**config.mk**
```make
export PLATFORM = sky130hd
export DESIGN_NAME = mem_port_arbiter_flat
export DESIGN_NICKNAME = d
export VERILOG_FILES = /design/src/rtl/mem_port_arbiter_if.sv /design/src/rtl/mem_port_arbiter.sv /design/src/flat_wrapper.sv
export SDC_FILE = /design/constraint.sdc
export NUM_CORES = 1
export LEC_CHECK = 0
export CAP_MARGIN = 30
export CORE_MARGIN = 2
export CORE_UTILIZATION = 35
export DETAILED_ROUTE_END_ITERATION = 16
export HOLD_SLACK_MARGIN = 0.12
export PLACE_DENSITY = 0.8
export SLEW_MARGIN = 30
export SYNTH_ARGS = -nofsm -noshare
export SYNTH_HDL_FRONTEND = slang
export SYNTH_SLANG_ARGS = --single-unit
export TNS_END_PERCENT = 1
```
**constraint.sdc**
```tcl
create_clock -name clk -period 1.7 [get_ports clk]
set_input_delay 0.34 -clock clk [delete_from_list [all_inputs] [get_ports clk]]
set_output_delay 0.34 -clock clk [all_outputs]
set_load 0.01 [all_outputs]
```
**src/rtl/mem_port_arbiter_if.sv**
```systemverilog
// -----------------------------------------------------------------------------
// mem_port_arbiter_if
//
// Bundles every handshake and bus signal around the shared unified-memory
// arbiter: the instruction-fetch requester, the data-access requester, the
// single-ported memory and the two pipeline stall outputs.
//
//   Fetch side : if_req, if_addr            -> arbiter
//                if_rdata, if_done          <- arbiter
//   Data side  : d_rd, d_wr, d_addr, d_wdata -> arbiter
//                d_rdata, d_done            <- arbiter
//   Memory     : mem_req, mem_we, mem_addr, mem_wdata <- arbiter
//                mem_rdata, mem_ack         -> arbiter
//   Pipeline   : stall_if, stall_mem        <- arbiter
//
// Modports:
//   slave  - the arbiter itself
//   master - the environment around it (pipeline requesters plus memory)
// -----------------------------------------------------------------------------
interface mem_port_arbiter_if #(
    parameter int ADDR_W = 32,
    parameter int DATA_W = 32
);
    // Fetch requester
    logic              if_req;
    logic [ADDR_W-1:0] if_addr;
    logic [DATA_W-1:0] if_rdata;
    logic              if_done;

    // Data requester
    logic              d_rd;
    logic              d_wr;
    logic [ADDR_W-1:0] d_addr;
    logic [DATA_W-1:0] d_wdata;
    logic [DATA_W-1:0] d_rdata;
    logic              d_done;

    // Memory port
    logic              mem_req;
    logic              mem_we;
    logic [ADDR_W-1:0] mem_addr;
    logic [DATA_W-1:0] mem_wdata;
    logic [DATA_W-1:0] mem_rdata;
    logic              mem_ack;

    // Pipeline freeze
    logic              stall_if;
    logic              stall_mem;

    modport slave (
        input  if_req, if_addr,
        output if_rdata, if_done,
        input  d_rd, d_wr, d_addr, d_wdata,
        output d_rdata, d_done,
        output mem_req, mem_we, mem_addr, mem_wdata,
        input  mem_rdata, mem_ack,
        output stall_if, stall_mem
    );

    modport master (
        output if_req, if_addr,
        input  if_rdata, if_done,
        output d_rd, d_wr, d_addr, d_wdata,
        input  d_rdata, d_done,
        input  mem_req, mem_we, mem_addr, mem_wdata,
        output mem_rdata, mem_ack,
        input  stall_if, stall_mem
    );
endinterface

```
**src/rtl/mem_port_arbiter.sv**
```systemverilog
// -----------------------------------------------------------------------------
// mem_port_arbiter
//
// Shares one single-ported, variable-latency unified memory between the
// instruction-fetch path and the data-access path of a 5-stage pipeline.
// One requester is granted at a time; the granted address/control is
// registered onto the memory port and held until mem_ack, the returned word
// is captured for the owner, and a one-cycle done pulse is raised for it.
// Data accesses normally win arbitration; a saturating starvation counter
// forces a fetch grant after STARVE_MAX consecutive data grants that left a
// fetch waiting.
//
// Ports:
//   clk    - rising-edge clock
//   reset  - synchronous, active-low; clears all state on a clock edge
//   bus    - mem_port_arbiter_if.slave (fetch, data, memory, stall signals)
//
// Parameters:
//   ADDR_W, DATA_W - address / data width (must match the bus instance)
//   STARVE_MAX     - data grants tolerated with a fetch waiting (>= 1)
// -----------------------------------------------------------------------------
module mem_port_arbiter #(
    parameter int ADDR_W     = 32,
    parameter int DATA_W     = 32,
    parameter int STARVE_MAX = 2
) (
    input  logic                    clk,
    input  logic                    reset,
    mem_port_arbiter_if.slave       bus
);

    localparam int CNT_W = (STARVE_MAX < 2) ? 1 : $clog2(STARVE_MAX + 1);
    localparam logic [CNT_W-1:0] STARVE_LIMIT = CNT_W'(STARVE_MAX);

    typedef enum logic [1:0] {
        ST_IDLE  = 2'd0,
        ST_FETCH = 2'd1,
        ST_DATA  = 2'd2
    } state_t;

    state_t             state_reg;
    logic               mem_req_reg;
    logic               mem_we_reg;
    logic [ADDR_W-1:0]  mem_addr_reg;
    logic [DATA_W-1:0]  mem_wdata_reg;
    logic [DATA_W-1:0]  if_rdata_reg;
    logic [DATA_W-1:0]  d_rdata_reg;
    logic               if_done_reg;
    logic               d_done_reg;
    logic [CNT_W-1:0]   starve_cnt_reg;

    // A requester whose done pulse is high this cycle still shows its
    // request (the pipeline only advances on the following edge), so it is
    // masked out to avoid re-issuing the access that just completed.
    logic data_pend;
    logic fetch_pend;
    logic starve_hit;
    logic grant_fetch;
    logic grant_data;

    assign data_pend   = (bus.d_rd | bus.d_wr) & ~d_done_reg;
    assign fetch_pend  = bus.if_req & ~if_done_reg;
    assign starve_hit  = (starve_cnt_reg == STARVE_LIMIT);

    // Data wins unless the fetch has been passed over STARVE_MAX times.
    assign grant_fetch = fetch_pend & (~data_pend | starve_hit);
    assign grant_data  = data_pend & ~grant_fetch;

    always_ff @(posedge clk) begin
        if (!reset) begin
            state_reg      <= ST_IDLE;
            mem_req_reg    <= 1'b0;
            mem_we_reg     <= 1'b0;
            mem_addr_reg   <= '0;
            mem_wdata_reg  <= '0;
            if_rdata_reg   <= '0;
            d_rdata_reg    <= '0;
            if_done_reg    <= 1'b0;
            d_done_reg     <= 1'b0;
            starve_cnt_reg <= '0;
        end else begin
            // Done flags are single-cycle pulses by default.
            if_done_reg <= 1'b0;
            d_done_reg  <= 1'b0;

            case (state_reg)
                ST_IDLE: begin
                    // mem_ack arriving here belongs to no access; ignore it.
                    if (grant_fetch) begin
                        state_reg      <= ST_FETCH;
                        mem_req_reg    <= 1'b1;
                        mem_we_reg     <= 1'b0;
                        mem_addr_reg   <= bus.if_addr;
                        mem_wdata_reg  <= bus.d_wdata;
                        starve_cnt_reg <= '0;
                    end else if (grant_data) begin
                        state_reg      <= ST_DATA;
                        mem_req_reg    <= 1'b1;
                        // Read and write together is treated as a write.
                        mem_we_reg     <= bus.d_wr;
                        mem_addr_reg   <= bus.d_addr;
                        mem_wdata_reg  <= bus.d_wdata;
                        if (fetch_pend && !starve_hit) begin
                            starve_cnt_reg <= starve_cnt_reg + 1'b1;
                        end
                    end
                end

                ST_FETCH: begin
                    if (bus.mem_ack) begin
                        state_reg    <= ST_IDLE;
                        mem_req_reg  <= 1'b0;
                        if_rdata_reg <= bus.mem_rdata;
                        if_done_reg  <= 1'b1;
                    end
                end

                ST_DATA: begin
                    if (bus.mem_ack) begin
                        state_reg   <= ST_IDLE;
                        mem_req_reg <= 1'b0;
                        // The registered write flag is used rather than the
                        // live request so a dropped request cannot change
                        // how the granted access completes.
                        if (!mem_we_reg) begin
                            d_rdata_reg <= bus.mem_rdata;
                        end
                        d_done_reg  <= 1'b1;
                    end
                end

                default: begin
                    state_reg   <= ST_IDLE;
                    mem_req_reg <= 1'b0;
                end
            endcase
        end
    end

    assign bus.mem_req   = mem_req_reg;
    assign bus.mem_we    = mem_we_reg;
    assign bus.mem_addr  = mem_addr_reg;
    assign bus.mem_wdata = mem_wdata_reg;
    assign bus.if_rdata  = if_rdata_reg;
    assign bus.d_rdata   = d_rdata_reg;
    assign bus.if_done   = if_done_reg;
    assign bus.d_done    = d_done_reg;

    // Stalls are combinational so the pipeline freezes in the same cycle a
    // request appears; the done pulse releases it on the completion cycle.
    assign bus.stall_mem = (bus.d_rd | bus.d_wr) & ~d_done_reg;
    assign bus.stall_if  = (bus.if_req & ~if_done_reg) | bus.stall_mem;

endmodule
```
**src/flat_wrapper.sv**
```systemverilog
// flat-port wrapper written by rule: the top's interface ports become plain ports
module mem_port_arbiter_flat 
#(
    parameter int ADDR_W     = 32,
    parameter int DATA_W     = 32,
    parameter int STARVE_MAX = 2
)
  (clk, reset, bus_if_req, bus_if_addr, bus_if_rdata, bus_if_done, bus_d_rd, bus_d_wr, bus_d_addr, bus_d_wdata, bus_d_rdata, bus_d_done, bus_mem_req, bus_mem_we, bus_mem_addr, bus_mem_wdata, bus_mem_rdata, bus_mem_ack, bus_stall_if, bus_stall_mem);
  mem_port_arbiter_if #(.ADDR_W(ADDR_W), .DATA_W(DATA_W)) bus_i ();
  input  logic clk;
  input  logic reset;
  input wire logic [$bits(bus_i.if_req)-1:0] bus_if_req;
  input wire logic [$bits(bus_i.if_addr)-1:0] bus_if_addr;
  output wire logic [$bits(bus_i.if_rdata)-1:0] bus_if_rdata;
  output wire logic [$bits(bus_i.if_done)-1:0] bus_if_done;
  input wire logic [$bits(bus_i.d_rd)-1:0] bus_d_rd;
  input wire logic [$bits(bus_i.d_wr)-1:0] bus_d_wr;
  input wire logic [$bits(bus_i.d_addr)-1:0] bus_d_addr;
  input wire logic [$bits(bus_i.d_wdata)-1:0] bus_d_wdata;
  output wire logic [$bits(bus_i.d_rdata)-1:0] bus_d_rdata;
  output wire logic [$bits(bus_i.d_done)-1:0] bus_d_done;
  output wire logic [$bits(bus_i.mem_req)-1:0] bus_mem_req;
  output wire logic [$bits(bus_i.mem_we)-1:0] bus_mem_we;
  output wire logic [$bits(bus_i.mem_addr)-1:0] bus_mem_addr;
  output wire logic [$bits(bus_i.mem_wdata)-1:0] bus_mem_wdata;
  input wire logic [$bits(bus_i.mem_rdata)-1:0] bus_mem_rdata;
  input wire logic [$bits(bus_i.mem_ack)-1:0] bus_mem_ack;
  output wire logic [$bits(bus_i.stall_if)-1:0] bus_stall_if;
  output wire logic [$bits(bus_i.stall_mem)-1:0] bus_stall_mem;
  assign bus_i.if_req = bus_if_req;
  assign bus_i.if_addr = bus_if_addr;
  assign bus_if_rdata = bus_i.if_rdata;
  assign bus_if_done = bus_i.if_done;
  assign bus_i.d_rd = bus_d_rd;
  assign bus_i.d_wr = bus_d_wr;
  assign bus_i.d_addr = bus_d_addr;
  assign bus_i.d_wdata = bus_d_wdata;
  assign bus_d_rdata = bus_i.d_rdata;
  assign bus_d_done = bus_i.d_done;
  assign bus_mem_req = bus_i.mem_req;
  assign bus_mem_we = bus_i.mem_we;
  assign bus_mem_addr = bus_i.mem_addr;
  assign bus_mem_wdata = bus_i.mem_wdata;
  assign bus_i.mem_rdata = bus_mem_rdata;
  assign bus_i.mem_ack = bus_mem_ack;
  assign bus_stall_if = bus_i.stall_if;
  assign bus_stall_mem = bus_i.stall_mem;
  mem_port_arbiter #(.ADDR_W(ADDR_W), .DATA_W(DATA_W), .STARVE_MAX(STARVE_MAX)) u_core (.clk(clk), .reset(reset), .bus(bus_i));
endmodule
```
* After elaboration in Yosys (flattened, before gate mapping)
Cells that the tools add are included.
** Word-level totals
- Register bits :: 136
- Bits in latches :: 0
- Bits in writable memories :: 0
- Memory bits (read-only) :: 0
- Input bits :: 134
- Logic and storage cells :: 59
- Memories :: 0
** Cells by class
- Add/sub/neg operators :: 1
- Multiply operators :: 0
- Divide/modulo/power cells :: 0
- Magnitude comparators :: 0
- Eq/ne operators :: 5
- Shifts and indexed selects :: 0
- Muxes and demuxes :: 18
- Bitwise gates (word level) :: 12
- Reduce and logical (&&, ||, !) cells :: 13
** Operator list (count)
- $mux W32 :: 4
- $mux W2 :: 6
- $reduce_and A2 Y1 :: 5
- $mux W1 :: 6
- $reduce_and A3 Y1 :: 2
- $not A1 Y1 :: 5
- $and A1 B1 Y1 :: 4
- $eq A2 B2 Y1 const B :: 2
- $pmux W2 S2 :: 1
- $reduce_bool A2 Y1 :: 2
- $ne A3 B1 Y1 const B :: 1
- $or A1 B1 Y1 :: 3
- $add A2 B1 Y2 const B :: 1
- $eq A2 B1 Y1 const B :: 1
- $logic_not A2 Y1 :: 1
- $ne A2 B1 Y1 const B :: 1
- $pmux W1 S2 :: 1
- $reduce_or A2 Y1 :: 1
- $logic_and A1 B1 Y1 :: 1
- $logic_not A1 Y1 :: 1

* Depth between registers and ports, before layout
Gate-level depths: netlist of the first run.
- Depth after elaboration :: 10
- Depth in mapped cells :: 8
- Gate-level depth less buffers :: 6

* Worst setup path after synthesis of the first run
Ideal clock, no wire load.
- Path type :: register -> register
- Start point :: register u_core.starve_cnt_reg[0]
- End point :: register u_core.mem_addr_reg[10], in the netlist u_core.bus.mem_addr[10]
- Setup time :: 119 ps
- Arrival :: 1441 ps
- Path slack :: 140 ps
- Cell stages (with the launch flop) :: 9
- Buffers on the path :: 2
- Period minus slack after synthesis :: 1560 ps
- Cell sequence :: dfxtp_1 -> inv_1 -> ha_1 -> or2_1 -> o21a_1 -> buf_4 -> buf_2 -> a21oi_1 -> a21oi_1
** Between the ends
- Cells in the longest elaborated chain, start to end :: 7
** Ends and longest elaborated chain
- from (decl) :: line mem_port_arbiter.sv:50 : logic [CNT_W-1:0] starve_cnt_reg;
- from (signal assigned) :: line mem_port_arbiter.sv:104 : starve_cnt_reg <= starve_cnt_reg + 1'b1;
- $eq A2 B2 Y1 * :: line mem_port_arbiter.sv:63 : assign starve_hit = (starve_cnt_reg == STARVE_LIMIT);
- $or A1 B1 Y1 * :: line mem_port_arbiter.sv:66 : assign grant_fetch = fetch_pend & (~data_pend | starve_hit);
- $and A1 B1 Y1 * :: line mem_port_arbiter.sv:66
- $not A1 Y1 :: line mem_port_arbiter.sv:67 : assign grant_data = data_pend & ~grant_fetch;
- $and A1 B1 Y1 :: line mem_port_arbiter.sv:67
- $reduce_bool A2 Y1 (no source line)
- $reduce_and A2 Y1 (no source line)
- to (signal assigned) :: line mem_port_arbiter.sv:93 : mem_addr_reg <= bus.if_addr;
- to (signal assigned) :: line mem_port_arbiter.sv:101 : mem_addr_reg <= bus.d_addr;
- to (decl) :: line mem_port_arbiter.sv:44 : logic [ADDR_W-1:0] mem_addr_reg;
Mark *: on every way between the ends. The rest lies on a longest branch, timed or not.
A chain may end at the register's enable or synchronous reset.

* Worst setup path after layout of the first run
- Start point :: register u_core.d_rdata_reg[19], in the netlist u_core.bus.d_rdata[19]
- End point :: output bus_d_rdata[19]
** RTL lines
- from (decl) :: line mem_port_arbiter.sv:47 : logic [DATA_W-1:0] d_rdata_reg;
- from (signal assigned) :: line mem_port_arbiter.sv:126 : d_rdata_reg <= bus.mem_rdata;
- to (decl) :: line flat_wrapper.sv:20 : output wire logic [$bits(bus_i.d_rdata)-1:0] bus_d_rdata;
No word-level cell between the ends.

==> metrics.txt, run 1 <==
outcome=finished clean; Worst Max-Slew Pin Slew=305 ps; Yosys Warn Count=0; top cell family by delay on the critical path=buffers and inverters; dpl hpwl=10.7 mm; CTS tree=done; # rows=44; CP Buf/Inv Count=1; GRT Total Usage=20.0%; most common cell after layout, fill and taps aside=clkdlybuf4s50_1; largest net degree at the start of global routing=65; CP arrival=1310 ps; Final min period=1650 ps; Layout Skew=5.70 ps; placed inst area=8010 um^2; most frequent cells in the layout=clkdlybuf4s50_1, nand2_1, a21oi_1; Yosys cell types=29; Area Overhead vs Synth=69.7%; design area=8660 um^2; setup violators final=0; Die Width=125 um; CP Cell Sequence=clkdlybuf4s50_1; post-route setup slack=49.8 ps; Final Hold Fails=0; Mapped Cells=647; max-slew violation count=0; GP Congestion=0.816; post-synth top area share=53.3%; Overflow after GRT=0; CP startpoint kind=flip-flop; syn nets=785; synthesized area per cell=7.89 um^2; Levels on crit path=1; fill count=1288; Pwr Density=1110 nW/um^2; Clock Tree Root=clkbuf_16; Max Buffers Root-to-Sink=2; Via Count=5280; post-synthesis register bit count=136; remaining antenna violation count after routing=0; crit path max fanout=2; crit-path max cell delay=560 ps; Crit-path slowest cell=clkdlybuf4s50_1; Reg2Reg Depth=7; worst path required time=1360 ps; internal cell power=0.00700 W; cts hold-fix bufs=0; die footprint=15600 um^2; global-route wire length before repair=25.3 mm; I/O pin cnt=268; post-synth top area cell=dfxtp_1; Tcrit/Tclk final=97.1%; FMAX=606 MHz; WL final=15.9 mm; WS Path Type=reg -> out; Die H=125 um; reg2reg start=u_core.starve_cnt_reg[0]; CP Capture Point=bus_d_rdata[19]; crit path from=u_core.bus.d_rdata[19]; nets@finish=1043; Peak VDD IR=0.000618 V; layout cells sized above 1=7.52%; Gate power share=23.1%; Setup crit end kind=primary output; antenna violations before repair=0; Sw Pwr=0.00262 W; Pre-antenna DRT Iters=5; Seq/Total Area, Yosys=53.3%; clock share of power=38.8%; FF-to-FF End=u_core.bus.mem_addr[29]; htree depth=4; Reg power frac=38.2%; Area contributors post-synth=dfxtp_1, nand2_1, a21oi_1; synthesized cell area=5100 um^2; # clock sinks=136; starting density of the core=35.5%; clk_lat worst skew=410 ps; Iter 0 DRT Violations=311; Ant. Diodes=0; Core ar.=14400 um^2; wire per inst=14.4 um; vias per cell=4.79; maximum capacitance violations=0; TritonCTS Buffers=17; Tightest Hold Check Type=reg -> reg; final total power=0.00961 W; RSZ-0062 raised after global routing=false; setup slack, reg-to-reg=110 ps; Sw Share=27.2%; Clock transition at path regs=60 ps; number of I/O port buffers=267; Worst slew margin=79.7%; vias in the first global route=5064; Static Leak=3.38 nW; DRC violations left=0; Post-Place Setup Slack=-443 ps
[cells in the mapped netlist]
library cell,instances
nand2_1,230
a21oi_1,165
dfxtp_1,136
o21ai_0,30
clkbuf_1,20
buf_2,16
buf_6,9
nor2_1,6
ha_1,4
inv_1,4
o21ai_1,3
buf_4,2
clkbuf_2,2
nor2b_1,2
o21a_1,2
or2_2,2
or3_1,2
a211oi_1,1
a21boi_0,1
and2_1,1
mux2i_1,1
nand2b_1,1
nand3_1,1
o21ai_2,1
o21ai_4,1
o21ba_4,1
o32a_1,1
or2_0,1
or2_1,1
[worst min-delay path by stage]
stage	slack [ps]	startpoint	end	cells past startpoint
floorplan	440	u_core.starve_cnt_reg[1]	u_core.starve_cnt_reg[1]	2
global placement	440	u_core.bus.mem_wdata[18]	u_core.bus.mem_wdata[18]	2
detailed placement	450	u_core.bus.d_rdata[26]	u_core.bus.d_rdata[26]	2
CTS	450	bus_d_addr[3]	u_core.bus.mem_addr[3]	3
global route	470	u_core.bus.d_rdata[26]	u_core.bus.d_rdata[26]	2
finish	450	u_core.bus.d_rdata[0]	u_core.bus.d_rdata[0]	2
[cells by family (layout without fill, tap and decap cells)]
logic type / count (synthesis) / count (layout) / share of synthesized area (%)
and+or+nand+nor: 247 / 247 / 18.7
buffers and inverters: 53 / 324 / 5.81
muxes: 1 / 1 / 0.196
DFF: 136 / 136 / 53.3
adders and majority gates: 4 / 4 / 0.980
AOI/OAI and AO/OA: 206 / 206 / 21.0
[cell type report]
cell class,count,area (um^2),share of cell area [%]
tap,184,230,2.66
timing repair buffer,288,2970,34.3
inverter,4,15.0,0.173
sequential,136,2720,31.4
multi-input combinational,458,2120,24.4
clock inverter,14,176,2.04
clock buffer,18,429,4.95
[power by group through the flow]
stage                     Clock (W)  Combinational (W)  Sequential, W
after global routing        0.00398            0.00240        0.00371
after global placement            0            0.00220        0.00372
final                       0.00373            0.00222        0.00367
after floorplan                   0           0.000896        0.00387
after detailed placement          0            0.00221        0.00373
after CTS                   0.00381            0.00222        0.00367
[layer usage]
metal / GRT usage [%] / up-vias / wire length, um
met2: 32.7 / 200 / 7550
met5: 0 / - / 0
met3: 5.15 / 40 / 933
li1: - / 2643 / -
met4: 10.8 / 0 / 539
met1: 24.1 / 2397 / 6870
[what timing repair did]
item / in CTS / in global routing
pin swaps: 0 / 0
endpoints found under the setup margin: 4 / 44
setup buffers: 0 / 0
resized for setup: 11 / 18
[stage by stage]
stage / instances / utilization, % / hold WS, ps / TNS, ps
floorplan: 647 / - / 436 / 0
global placement: 1070 / 55.8 / 441 / -14840
detailed placement: 1070 / 55.8 / 446 / -17400
CTS: 1102 / 60.0 / 449 / -32.1
global route: 1102 / 60.3 / 468 / 0
finish: 1102 / 60.3 / 451 / 0
Note: power is estimated with default switching activity, not from simulation.
==> inputs of run 2 (changes only) <==
CORE_UTILIZATION = 39   (was 35)
PLACE_DENSITY = 0.87   (was 0.8)
REMOVE_ABC_BUFFERS = 1   (was not set)
==> run 2 against run 1 <==
Compared with the run above:
- cell area is the same
- highest routed layer unchanged
- non-clock buffer count up 7
- die area fell by 9.9%
- clock skew up 4.0 ps
==> metrics.txt, run 2 (same netlist as run 1, synthesis figures left out) <==
outcome=finished clean; GP Congestion=0.891; wire per inst=15.7 um; global-route wire length before repair=27.4 mm; Post-Layout Cell Count=1097; most common cell after layout, fill and taps aside=clkdlybuf4s50_1; largest net degree at the start of global routing=59; Final Hold Fails=0; vias in the first global route=5362; CP Buf/Inv Count=1; Pre-antenna DRT Iters=4; antenna violations before repair=0; layout cells sized above 1=7.89%; maximum capacitance violations=0; Worst Max-Slew Pin Slew=314 ps; remaining antenna violation count after routing=0; Via Count=5409; Worst slew margin=79.0%; Max Buffers Root-to-Sink=2; CTS tree=done; cts hold-fix bufs=0; Reg power frac=39.1%; Sw Share=28.5%; htree depth=4; Sw Pwr=0.00268 W; DP Cell Count=1065; FMAX=599 MHz; WL final=17.3 mm; die footprint=14000 um^2; Tightest Hold Check Type=reg -> reg; Final min period=1670 ps; # rows=41; setup violators final=0; Clock Tree Root=clkbuf_16; max-slew violation count=0; Die H=118 um; Core ar.=12700 um^2; TritonCTS Buffers=17; GRT Total Usage=24.6%; most frequent cells in the layout=clkdlybuf4s50_1, nand2_1, a21oi_1; clk_lat worst skew=420 ps; Peak VDD IR=0.00116 V; crit-path max cell delay=570 ps; number of I/O port buffers=267; clock share of power=36.4%; Setup crit end kind=primary output; CP startpoint kind=flip-flop; I/O pin cnt=268; Crit-path slowest cell=clkdlybuf4s50_1; dpl hpwl=12.3 mm; DRC violations left=0; Iter 0 DRT Violations=317; top cell family by delay on the critical path=buffers and inverters; vias per cell=4.93; Gate power share=24.5%; # clock sinks=136; Pwr Density=1080 nW/um^2; Die Width=118 um; Area Overhead vs Synth=69.7%; Layout Skew=9.66 ps; fill count=1028; CP arrival=1330 ps; final total power=0.00939 W; internal cell power=0.00671 W; crit path max fanout=2; CP Cell Sequence=clkdlybuf4s50_1; WS Path Type=reg -> out; starting density of the core=40.1%; worst path required time=1360 ps; Static Leak=3.45 nW; Tcrit/Tclk final=98.2%; Overflow after GRT=0; Clock transition at path regs=60 ps; Ant. Diodes=0; nets@finish=1050
-- run 2: worst paths after layout --
path / startpoint / endpoint / cells after the start / slack [ps]
max: u_core.bus.d_rdata[29] / bus_d_rdata[29] / 1 / 30
min: u_core.bus.mem_wdata[27] / u_core.bus.mem_wdata[27] / 2 / 450
max reg2reg: u_core.starve_cnt_reg[0] / u_core.bus.mem_addr[3] / 7 / 70
min reg2reg: u_core.bus.mem_wdata[27] / u_core.bus.mem_wdata[27] / 2 / 450
-- run 2: area by class of cell --
| cell class | instances | area (um^2) | share of cell area (%) |
|---|---|---|---|
| multi-input cells | 458 | 2110 | 24.3 |
| flip-flops and latches | 136 | 2730 | 31.5 |
| clock inverters | 15 | 130 | 1.50 |
| inverters | 4 | 15.0 | 0.173 |
| clock buffers | 17 | 425 | 4.91 |
| repair buffers | 295 | 3050 | 35.2 |
| well taps | 172 | 215 | 2.48 |
-- run 2: power by group through the flow --
stage	registers (W)	logic (W)	clock network (W)
finish	0.00367	0.00230	0.00342
floorplan	0.00387	0.000741	0
global route	0.00371	0.00249	0.00365
CTS	0.00367	0.00231	0.00349
detailed placement	0.00373	0.00230	0
global placement	0.00372	0.00225	0
-- run 2: repair_timing --
item | in CTS | in global routing
buffers inserted | 0 | 0
endpoints found under the setup margin | 7 | 40
pin swaps | 0 | 0
gates resized for setup | 14 | 18
-- run 2: routing by layer --
metal / routed length [um] / share of wire, % / GRT usage, % / up-vias
li1: - / - / - / 2659
met1: 6610 / 38 / 27.6 / 2488
met2: 8680 / 50 / 41.4 / 202
met3: 1180 / 6.8 / 7.63 / 60
met4: 789 / 4.6 / 13.5 / 0
met5: 0 / 0 / 0 / -
-- run 2: stage by stage --
stage                     hold WS [ps]  utilization (%)  cell area (um^2)  setup WS (ps)  setup TNS (ps)
after global placement             440             63.4              8060           -413          -12630
after CTS                          447             67.7              8620           2.06               0
after floorplan                    436                -              4820           -645          -53830
after detailed placement           446             63.4              8060           -447          -15270
after global routing               451             68.1              8660          -16.7           -26.5
final                              451             68.1              8660           30.2               0
==> inputs of run 3 (changes only) <==
CORE_MARGIN = not set   (was 2)
==> run 3 against run 2 <==
Compared with the run above:
- cell area is essentially flat
- highest routed layer unchanged
- worst setup slack gained 4.2 ps
- sequential power is essentially flat
- clock-buffer cell count grew 1
- worst hold slack is essentially flat
- register-to-register slack lost 30 ps
==> metrics.txt, run 3 (same netlist as run 1, synthesis figures left out) <==
clock share of power=38.9%; Iter 0 DRT Violations=244; max-slew violation count=0; setup bufs post-CTS=0; Peak VDD IR=0.000906 V; internal cell power=0.00715 W; I/O pin cnt=268; number of I/O port buffers=267; worst path required time=1360 ps; Static Leak=3.43 nW; Gate power share=23.6%; Setup crit end kind=primary output; largest net degree at the start of global routing=58; fill count=984; Clock Tree Root=clkbuf_16; Layout Skew=9.81 ps; cts hold-fix bufs=0; routed wl met2=8.24 mm; outcome=finished clean; Overflow after GRT=0; DRC violations left=0; met3 wire len=1.15 mm; Die H=116 um; CP Buf/Inv Count=1; Crit-path slowest cell=clkdlybuf4s50_1; Sw Pwr=0.00264 W; Die Width=116 um; Sw Share=26.9%; die footprint=13600 um^2; starting density of the core=40.3%; placed inst area=8040 um^2; setup violators final=0; wire per inst=15.5 um; htree depth=4; Reg power frac=37.5%; Final Util=68.4%; most frequent cells in the layout=clkdlybuf4s50_1, nand2_1, a21oi_1; final hold slack=451 ps; Core ar.=12700 um^2; Ant. Diodes=0; Worst Max-Slew Pin Slew=292 ps; Worst slew margin=80.3%; most common cell after layout, fill and taps aside=clkdlybuf4s50_1; CP startpoint kind=flip-flop; top cell family by delay on the critical path=buffers and inverters; maximum capacitance violations=0; GP Congestion=0.834; Pre-antenna DRT Iters=4; dpl hpwl=11.5 mm; design area=8670 um^2; Max Buffers Root-to-Sink=2; remaining antenna violation count after routing=0; Final Hold Fails=0; # rows=41; layout cells sized above 1=7.38%; RSZ-0062 raised after global routing=true; Area Overhead vs Synth=69.9%; GRT Total Usage=24.7%; Clock transition at path regs=60 ps; # clock sinks=136; vias per cell=4.94; crit-path max cell delay=570 ps; WL final=16.9 mm; global-route wire length before repair=25.7 mm; antenna violations before repair=0; setup TNS=0 ps; CTS tree=done; nets@finish=1047; Tightest Hold Check Type=reg -> reg; Top Metal Used=met4; Final min period=1670 ps; final total power=0.00978 W; Tcrit/Tclk final=98.0%; WS Path Type=reg -> out; Pwr Density=1130 nW/um^2; crit path max fanout=2; FMAX=600 MHz; TritonCTS Buffers=17; CP arrival=1330 ps; clk_lat worst skew=410 ps; met1 wire length=6.81 mm; CP Cell Sequence=clkdlybuf4s50_1; vias in the first global route=5191; Via Count=5402
[run 3: cell types whose count changed in the layout (fill, tap and decap cells not counted), moves of 2 or more]
cell / before / now
buf_4: 17 / 14
clkinv_2: 5 / 7
clkdlybuf4s50_1: 246 / 250
clkinvlp_4: 3 / 1
dlymetal6s2s_1: 13 / 10
clkinv_4: 5 / 1
bufinv_16: 1 / 4
[run 3: layer usage]
layer / track usage (%) / up-vias
met3: 8.67 / 63
met4: 15.0 / 0
met1: 27.7 / 2488
li1: - / 2656
met2: 40.4 / 195
met5: 0 / -
[run 3: through the flow]
stage / std cells / setup WS (ps)
finish: 1094 / 34.4
CTS: 1094 / 0.232
global placement: 1062 / -411
floorplan: 598 / -645
detailed placement: 1062 / -424
global route: 1094 / -8.49
[run 3: what timing repair did]
item,CTS,global route
resized for setup,11,15
setup endpoints to repair,5,19
endpoints found under the hold margin,0,0
[run 3: area by class of cell]
cell class                 instances  area (um^2)  area share, %
inverter                           4         15.0          0.173
timing repair buffer             292         3010           34.7
clock buffer                      18          429           4.95
clock inverter                    14          180           2.08
sequential                       136         2720           31.4
multi-input combinational        458         2090           24.2
tap                              172          215           2.48
[run 3: path summary, 6_finish.rpt]
path,start,endpoint,slack [ps],cells past startpoint
setup / recovery,u_core.bus.mem_addr[13],bus_mem_addr[13],30,1
hold reg to reg,u_core.bus.mem_wdata[12],u_core.bus.mem_wdata[12],450,2
hold / removal,u_core.bus.mem_wdata[12],u_core.bus.mem_wdata[12],450,2
setup reg to reg,u_core.starve_cnt_reg[0],u_core.bus.mem_addr[22],40,7
[run 3: power groups by stage]
stage | logic (W) | registers, W | clock network [W]
global placement | 0.00225 | 0.00372 | 0
detailed placement | 0.00229 | 0.00373 | 0
CTS | 0.00231 | 0.00367 | 0.00385
global route | 0.00250 | 0.00370 | 0.00401
floorplan | 0.000741 | 0.00387 | 0
finish | 0.00231 | 0.00367 | 0.00381
